`config.mk`:
```
export PLATFORM = sky130hd
export DESIGN_NAME = apb_master
export DESIGN_NICKNAME = d
export VERILOG_FILES = /design/src/rtl/apb_master.sv
export SDC_FILE = /design/constraint.sdc
export NUM_CORES = 1
export LEC_CHECK = 0
export CAP_MARGIN = 20
export CORE_AREA = 10 10 95 97
export CTS_BUF_LIST = sky130_fd_sc_hd__clkbuf_4 sky130_fd_sc_hd__clkbuf_8
export DETAILED_ROUTE_END_ITERATION = 12
export DIE_AREA = 0 0 105 107
export PLACE_DENSITY = 0.92
export SLEW_MARGIN = 20
export SYNTH_ARGS = -nofsm -noshare
export SYNTH_HDL_FRONTEND = slang
export SYNTH_SLANG_ARGS = --single-unit
```
`constraint.sdc`:
```
create_clock -name PCLK -period 2 [get_ports PCLK]
set_clock_uncertainty 0.05 [all_clocks]
set_input_delay 0.3 -clock PCLK [delete_from_list [all_inputs] [get_ports PCLK]]
set_output_delay 0.3 -clock PCLK [all_outputs]
set_load 0.1 [all_outputs]
```
`src/rtl/apb_master.sv`:
```
// apb_master
//   APB3 initiator. Accepts one command at a time over a valid/ready
//   interface, runs it as a SETUP + ACCESS transfer on the APB bus and
//   returns a single-cycle response. A transfer whose slave holds PREADY
//   low for TIMEOUT consecutive ACCESS cycles is aborted with rsp_err=1
//   (TIMEOUT=0 waits forever).
//
// Ports
//   PCLK, PRESETn              clock, synchronous active-low reset
//   cmd_valid/cmd_ready        command handshake
//   cmd_write/addr/wdata       command direction, address, write data
//   rsp_valid/rsp_rdata/err    one-cycle completion pulse, read data, abort flag
//   PSEL/PENABLE/PADDR/PWRITE/PWDATA   APB request outputs (all registered)
//   PRDATA/PREADY              APB slave response inputs
module apb_master #(
  parameter int unsigned ADDR_W  = 4,
  parameter int unsigned DATA_W  = 32,
  parameter int unsigned TIMEOUT = 16
) (
  input  logic              PCLK,
  input  logic              PRESETn,
  input  logic              cmd_valid,
  output logic              cmd_ready,
  input  logic              cmd_write,
  input  logic [ADDR_W-1:0] cmd_addr,
  input  logic [DATA_W-1:0] cmd_wdata,
  output logic              rsp_valid,
  output logic [DATA_W-1:0] rsp_rdata,
  output logic              rsp_err,
  output logic              PSEL,
  output logic              PENABLE,
  output logic [ADDR_W-1:0] PADDR,
  output logic              PWRITE,
  output logic [DATA_W-1:0] PWDATA,
  input  logic [DATA_W-1:0] PRDATA,
  input  logic              PREADY
);

  localparam int unsigned CNT_W = (TIMEOUT == 0) ? 1 : $clog2(TIMEOUT + 1);
  // Counter value at which the next PREADY=0 is the TIMEOUT-th one.
  localparam logic [CNT_W-1:0] CNT_LAST = (TIMEOUT == 0) ? '0 : CNT_W'(TIMEOUT - 1);

  typedef enum logic [1:0] {
    IDLE,
    SETUP,
    ACCESS
  } state_t;

  state_t           state;
  logic [CNT_W-1:0] wait_cnt;

  always_ff @(posedge PCLK) begin
    if (!PRESETn) begin
      state     <= IDLE;
      PSEL      <= 1'b0;
      PENABLE   <= 1'b0;
      PADDR     <= '0;
      PWRITE    <= 1'b0;
      PWDATA    <= '0;
      cmd_ready <= 1'b0;
      rsp_valid <= 1'b0;
      rsp_rdata <= '0;
      rsp_err   <= 1'b0;
      wait_cnt  <= '0;
    end else begin
      rsp_valid <= 1'b0;
      case (state)
        IDLE: begin
          if (cmd_valid && cmd_ready) begin
            PADDR     <= cmd_addr;
            PWRITE    <= cmd_write;
            PWDATA    <= cmd_wdata;
            PSEL      <= 1'b1;
            PENABLE   <= 1'b0;
            cmd_ready <= 1'b0;
            state     <= SETUP;
          end else begin
            // Raised on the first edge after reset release and kept high
            // while idle.
            cmd_ready <= 1'b1;
          end
        end

        SETUP: begin
          PENABLE <= 1'b1;
          state   <= ACCESS;
        end

        ACCESS: begin
          if (PREADY) begin
            PSEL      <= 1'b0;
            PENABLE   <= 1'b0;
            rsp_valid <= 1'b1;
            rsp_err   <= 1'b0;
            rsp_rdata <= PWRITE ? '0 : PRDATA;
            wait_cnt  <= '0;
            // Back in IDLE with cmd_ready already high, so a new command
            // can be taken on the response cycle.
            cmd_ready <= 1'b1;
            state     <= IDLE;
          end else if ((TIMEOUT != 0) && (wait_cnt == CNT_LAST)) begin
            PSEL      <= 1'b0;
            PENABLE   <= 1'b0;
            rsp_valid <= 1'b1;
            rsp_err   <= 1'b1;
            rsp_rdata <= '0;
            wait_cnt  <= '0;
            cmd_ready <= 1'b1;
            state     <= IDLE;
          end else if (TIMEOUT != 0) begin
            wait_cnt <= wait_cnt + 1'b1;
          end
        end

        default: begin
          PSEL      <= 1'b0;
          PENABLE   <= 1'b0;
          cmd_ready <= 1'b0;
          wait_cnt  <= '0;
          state     <= IDLE;
        end
      endcase
    end
  end

endmodule

```
# Yosys cells after proc, flatten, opt, wreduce, memory -nomap -nowiden

Index checks and enable logic that the tools add are counted.

Bits of input ports: 73
Memories kept: 0
Bits in latches: 0
Bits in read-only memories: 0
Flip-flop bits (word level): 81
Bits in writable memories: 0
Word-level logic and storage cells: 51
Output and inout port bits: 74

Reductions and logical operators: 10
$add $sub $neg: 1
Divide/modulo/power cells: 0
Multiplexer cells: 23
$mul: 0
Shifts and indexed selects: 0
Order comparisons: 0
Equal/unequal tests: 5
Bitwise operators: 1

Operator list:

| cell                                                             | count |
|---|---|
| 32-bit 2-to-1 mux                                                | 3 |
| 1-bit 2-to-1 mux                                                 | 10 |
| 5-bit 2-to-1 mux                                                 | 2 |
| 5-bit one-hot mux with 2 select lines                            | 1 |
| 2-bit AND reduction                                              | 5 |
| 1-bit one-hot mux with 3 select lines                            | 3 |
| 2-bit 2-to-1 mux                                                 | 3 |
| 2-bit one-hot mux with 3 select lines                            | 1 |
| 5-bit by 1-bit adder with 5-bit output (second input constant)   | 1 |
| 5-bit by 4-bit == test with 1-bit output (second input constant) | 1 |
| 3-bit inequality test (second input constant)                    | 1 |
| 3-bit AND reduction                                              | 1 |
| 2-bit by 1-bit == test with 1-bit output (second input constant) | 1 |
| 2-bit == test (second input constant)                            | 1 |
| 2-bit logical NOT                                                | 1 |
| 2-bit inequality test (second input constant)                    | 1 |
| 2-bit nonzero test                                               | 1 |
| 2-bit OR reduction                                               | 1 |
| 1-bit logical AND                                                | 1 |
| 1-bit NOT                                                        | 1 |

# Logic depth before layout (Yosys ltp)

Word-level depth: 4
Mapped depth: 6
Gate-level depth less buffers: 4

# Least setup slack after synthesis

No wires, ideal clock.

Kind: reg-to-reg
From: register state[1]
To: register wait_cnt[3]
Arrival: 1.955 ns
Required time: 1.876 ns
Path buffers: 1
Library setup time: 0.074 ns
Cell stages (with the launch flop): 5
Slack: -0.080 ns
Period minus slack after synthesis: 2.080 ns
Path through: dfxtp_1 buf_4 inv_2 or4b_1 a31oi_1

Longest elaborated chain between the ends: 3
Elaborated cells between the ends (all ways): 5
Classes of those cells: eq/ne: 2; mux: 1; reduce/logical: 2

Ends and longest elaborated chain:

| element                                                                       | line | text |
|---|---|---|
| start: declaration                                                            | 49   | `state_t state;` |
| start signal: assignment                                                      | 54   | `state <= IDLE;` |
| start signal: assignment                                                      | 76   | `state <= SETUP;` |
| start signal: assignment                                                      | 86   | `state <= ACCESS;` |
| 2-bit by 1-bit == test with 1-bit output or 2-bit logical NOT (tied branches) | 67   | `case (state)` |
| 2-bit OR reduction (no source line)                                           | n/a  |  |
| 5-bit one-hot mux with 2 select lines                                         | 67   |  |
| end signal: assignment                                                        | 111  | `wait_cnt <= wait_cnt + 1'b1;` |
| end: declaration                                                              | 50   | `logic [CNT_W-1:0] wait_cnt;` |

Several ways; a longest one is shown, not always the timed one.
A chain may end at the register's enable or synchronous reset.

# Worst setup path in the final report

From: register wait_cnt[1]
To: register rsp_rdata[18]

Longest elaborated chain between the ends: 3

Ends and longest elaborated chain:

| element                                  | line | text |
|---|---|---|
| 5-bit by 4-bit == test with 1-bit output | 101  | `end else if ((TIMEOUT != 0) && (wait_cnt == CNT_LAST)) begin` |
| 2-bit nonzero test (no source line)      | n/a  |  |
| 2-bit AND reduction (no source line)     | n/a  |  |
| end signal: assignment                   | 95   | `rsp_rdata <= PWRITE ? '0 : PRDATA;` |
| end: declaration                         | 28   | `output logic [DATA_W-1:0] rsp_rdata,` |

Every way passes these cells.

==> summary.txt <==
Synthesis
  • Cell count after synthesis: 289
  • Area share of the leading cell type in the synthesized netlist: 0.5719
  • Cell taking the most area after synthesis: sky130_fd_sc_hd__dfxtp_1
  • Synth unique cells: 30
  • Mean instance size in the synthesized netlist: 9.689 sq um
  • Register bit total from synthesis: 80
  • EDFF count, synth: 0
  • Primary FF master, synth: sky130_fd_sc_hd__dfxtp_1
  • Number of nets produced by synthesis: 363
  • Most area-consuming cells after synthesis: sky130_fd_sc_hd__dfxtp_1 57%, sky130_fd_sc_hd__a32o_1 11%, sky130_fd_sc_hd__nand2_1 11%, sky130_fd_sc_hd__a21oi_1 7.7%, sky130_fd_sc_hd__buf_2 1.6%
  • Netlist Area Pre-Place: 2800 sq um
  • Most instantiated cells after synthesis: 81 x sky130_fd_sc_hd__nand2_1, 80 x sky130_fd_sc_hd__dfxtp_1, 43 x sky130_fd_sc_hd__a21oi_1, 32 x sky130_fd_sc_hd__a32o_1, 9 x sky130_fd_sc_hd__buf_2
  • Count leader, synth: sky130_fd_sc_hd__nand2_1
  • Warning count from the yosys run: 0
  • Portion of the post-synthesis area used by sequential elements: 0.5719
  • FFs w/ async S/R, synth: 0

Timing
  • Worst relative slew slack: 0.7497
  • Minimum clock period after layout: 1.699 ns
  • Fraction of the cycle the final worst path needs: 0.8495
  • Slew at the pin with the worst max-slew slack: 0.3755 ns
  • Sum of negative setup slack: 0 ns
  • Hold violation count in the final report: 0
  • Final-report setup violation count: 0
  • Highest attainable clock frequency: 588.6 MHz
  • Max-slew violation count: 0
  • Unrepaired setup endpoints after global routing: no

Clocking
  • Number of sinks on the clock net: 80
  • H-tree depth reported by CTS: 3
  • Total setup buffers inserted after CTS: 0
  • Post-CTS Hold Fix Bufs: 0
  • Clock-pin transition on the worst setup and hold timing paths: 0.08 ns
  • Clock latency of the later-clocked register in the worst-skew pair: 0.34 ns
  • Worst-case clock buffer depth: 2
  • Resized Gates After CTS: 0
  • Number of buffers inserted during clock tree synthesis: 9
  • Root Buffer: sky130_fd_sc_hd__clkbuf_8
  • Clock tree from TritonCTS: built

Worst setup path
  • Setup slack of the worst register-to-register path: 0.30 ns
  • Timing endpoint of the critical path: rsp_rdata[18]$_SDFFE_PN0P_
  • Signal arrival time at the worst endpoint: 1.88 ns
  • Maximum fanout count along the critical path: 33
  • Capture instance of the worst register-to-register path: rsp_rdata[18]$_SDFFE_PN0P_
  • Number of cell instances on the worst register-to-register path: 5
  • Beginning of the worst register-to-register path: wait_cnt[1]$_SDFFE_PN0N_
  • Kind of start point of the critical path: flop
  • Worst setup EP type: flop
  • Critical path data required time: 2.18 ns
  • Startpoint-to-endpoint class of the critical path: flop to flop
  • Start point of the critical path: wait_cnt[1]$_SDFFE_PN0N_

Routing
  • Vias post-DR: 2649
  • DRC violation count after routing: 0
  • WL final: 8744 um
  • Length of the first detailed-routing pass in iterations: 4
  • Remaining number of nets flagged by the antenna check after routing: 0
  • DR vias/cell: 4.951
  • Starting DRT DRC Count: 82
  • Routed wirelength normalized by instance count: 16.34 um

Global route
  • Wire length of the first global-routing pass: 14070 um
  • Via count of the first global-routing pass: 2775
  • Maximum number of pins on one net before global-route repair: 39
  • Total grt overflow: 0
  • Gr usage total: 0.1531
  • Initial antenna violation count: 0

Status
  • Result of the run: completed

Placement
  • Routability congestion estimate: 0.7534
  • Count of buffers inserted at the top-level ports: 146
  • DP HPWL: 6604 um

Finish
  • Post-Route Utilization: 0.6073
  • Fill cell instance count of the final layout: 604
  • Fraction of final layout cells sized beyond drive strength 1: 0.2408
  • Layout-stage area growth over the synthesis result: 54.78%
  • # nets final: 505
  • Diodes inserted: 0

Floorplanning
  • Die outline area: 11240 sq um
  • Placeable core area: 7137 sq um
  • Starting density of the core: 0.3924
  • Number of core rows: 31
  • I/O pin total: 147
  • Horizontal die dimension: 105 um
  • Chip height: 107 um

Job
  • Max capacitance violation total: 0

Pwr
  • Worst voltage drop across the vdd grid: 471.4 uV
  • Leak: 0.001755 uW
  • Power density relative to cell area: 801.9 nW/um^2

Worst hold path
  • Min-Delay Path Class: flop to flop
state kept, by name (all words and copies together), names as in the netlist:
| signal | cells |
|---|---|
| rsp_valid | 1 |
| rsp_rdata | 32 |
| PSEL | 1 |
| cmd_ready | 1 |
| PWRITE | 1 |
| PWDATA | 32 |
| wait_cnt | 5 |
| rsp_err | 1 |
| PADDR | 4 |
| state | 2 |
cells by family (layout without fill, tap and decap cells):
family,count (synthesis),count (layout),synth area share
AND/OR/NAND/NOR,99,99,0.1600
adder cells (fa/ha/maj),1,1,0.004468
buffers and inverters,26,173,0.05228
flip-flops,80,80,0.5719
AO/OA/AOI/OAI,83,83,0.2114
metrics by stage:
step | hold slack, ns | instances | instance area (sq um) | worst slack, ns | total power [uW]
after floorplan | 0.3712 | 289 | 2801 | 0.1772 | 2215
after global placement | 0.3857 | 519 | 4164 | 0.2843 | 2475
after detailed placement | 0.4011 | 519 | 4164 | 0.2101 | 2485
after CTS | 0.4116 | 535 | 4334 | 0.3109 | 3518
after global routing | 0.4306 | 535 | 4334 | 0.2220 | 3615
final | 0.4070 | 535 | 4334 | 0.3010 | 3476
critical path, stage by stage (launching register included):
cell	delay, ns
sky130_fd_sc_hd__dfxtp_1	0.38
sky130_fd_sc_hd__ha_1	0.26
sky130_fd_sc_hd__nand4b_2	0.20
sky130_fd_sc_hd__a21o_1	0.25
sky130_fd_sc_hd__buf_12	0.17
sky130_fd_sc_hd__a32o_1	0.27
cell usage in the layout, fill, tap and decap left out, types with 2 or more instances in the layout:
cell type                         count
sky130_fd_sc_hd__nor2_1               2
sky130_fd_sc_hd__nor3_1               2
sky130_fd_sc_hd__o21ai_0              2
sky130_fd_sc_hd__buf_12               3
sky130_fd_sc_hd__nand2_1             81
sky130_fd_sc_hd__a21oi_1             43
sky130_fd_sc_hd__a31oi_1              2
sky130_fd_sc_hd__nand3_1              4
sky130_fd_sc_hd__inv_2                2
sky130_fd_sc_hd__clkbuf_8             9
sky130_fd_sc_hd__a32o_1              32
sky130_fd_sc_hd__clkinv_4             2
sky130_fd_sc_hd__nand4b_1             2
sky130_fd_sc_hd__clkinv_2             4
sky130_fd_sc_hd__dfxtp_1             79
sky130_fd_sc_hd__buf_4               79
sky130_fd_sc_hd__clkdlybuf4s50_1     72
where the power goes:
part	switching (uW)	total [uW]	internal [uW]
clock network	582	1030	450
logic	524	765	241
registers	33.7	1680	1640
how the worst min path moves through the flow:
| stage | from | depth (start not counted) | endpoint |
|---|---|---|---|
| detailed placement | PWDATA[15]$_SDFFE_PN0P_ | 2 | PWDATA[15]$_SDFFE_PN0P_ |
| CTS | PWDATA[15]$_SDFFE_PN0P_ | 2 | PWDATA[15]$_SDFFE_PN0P_ |
| floorplan | wait_cnt[4]$_SDFFE_PN0N_ | 2 | wait_cnt[4]$_SDFFE_PN0N_ |
| global route | PWDATA[19]$_SDFFE_PN0P_ | 2 | PWDATA[19]$_SDFFE_PN0P_ |
| finish | PWDATA[15]$_SDFFE_PN0P_ | 2 | PWDATA[15]$_SDFFE_PN0P_ |
| global placement | wait_cnt[4]$_SDFFE_PN0N_ | 2 | wait_cnt[4]$_SDFFE_PN0N_ |
layer usage:
metal,vias up,wire (um),GRT usage
met5,-,0,0
met1,1199,3664,0.1715
li1,1310,-,-
met3,12,1037,0.08443
met2,128,3887,0.2370
met4,0,154,0.06471
final cells by class:
cell class | instances | area, sq um | share of cell area
Tap cell | 99 | 123.9 | 0.02858
Clock buffer | 9 | 123.9 | 0.02858
Multi-Input combinational cell | 183 | 1052 | 0.2428
Clock inverter | 7 | 46.29 | 0.01068
Sequential cell | 80 | 1603 | 0.3698
Inverter | 3 | 11.26 | 0.002598
Timing Repair Buffer | 154 | 1374 | 0.3170
(Power assumes the default switching activity.)
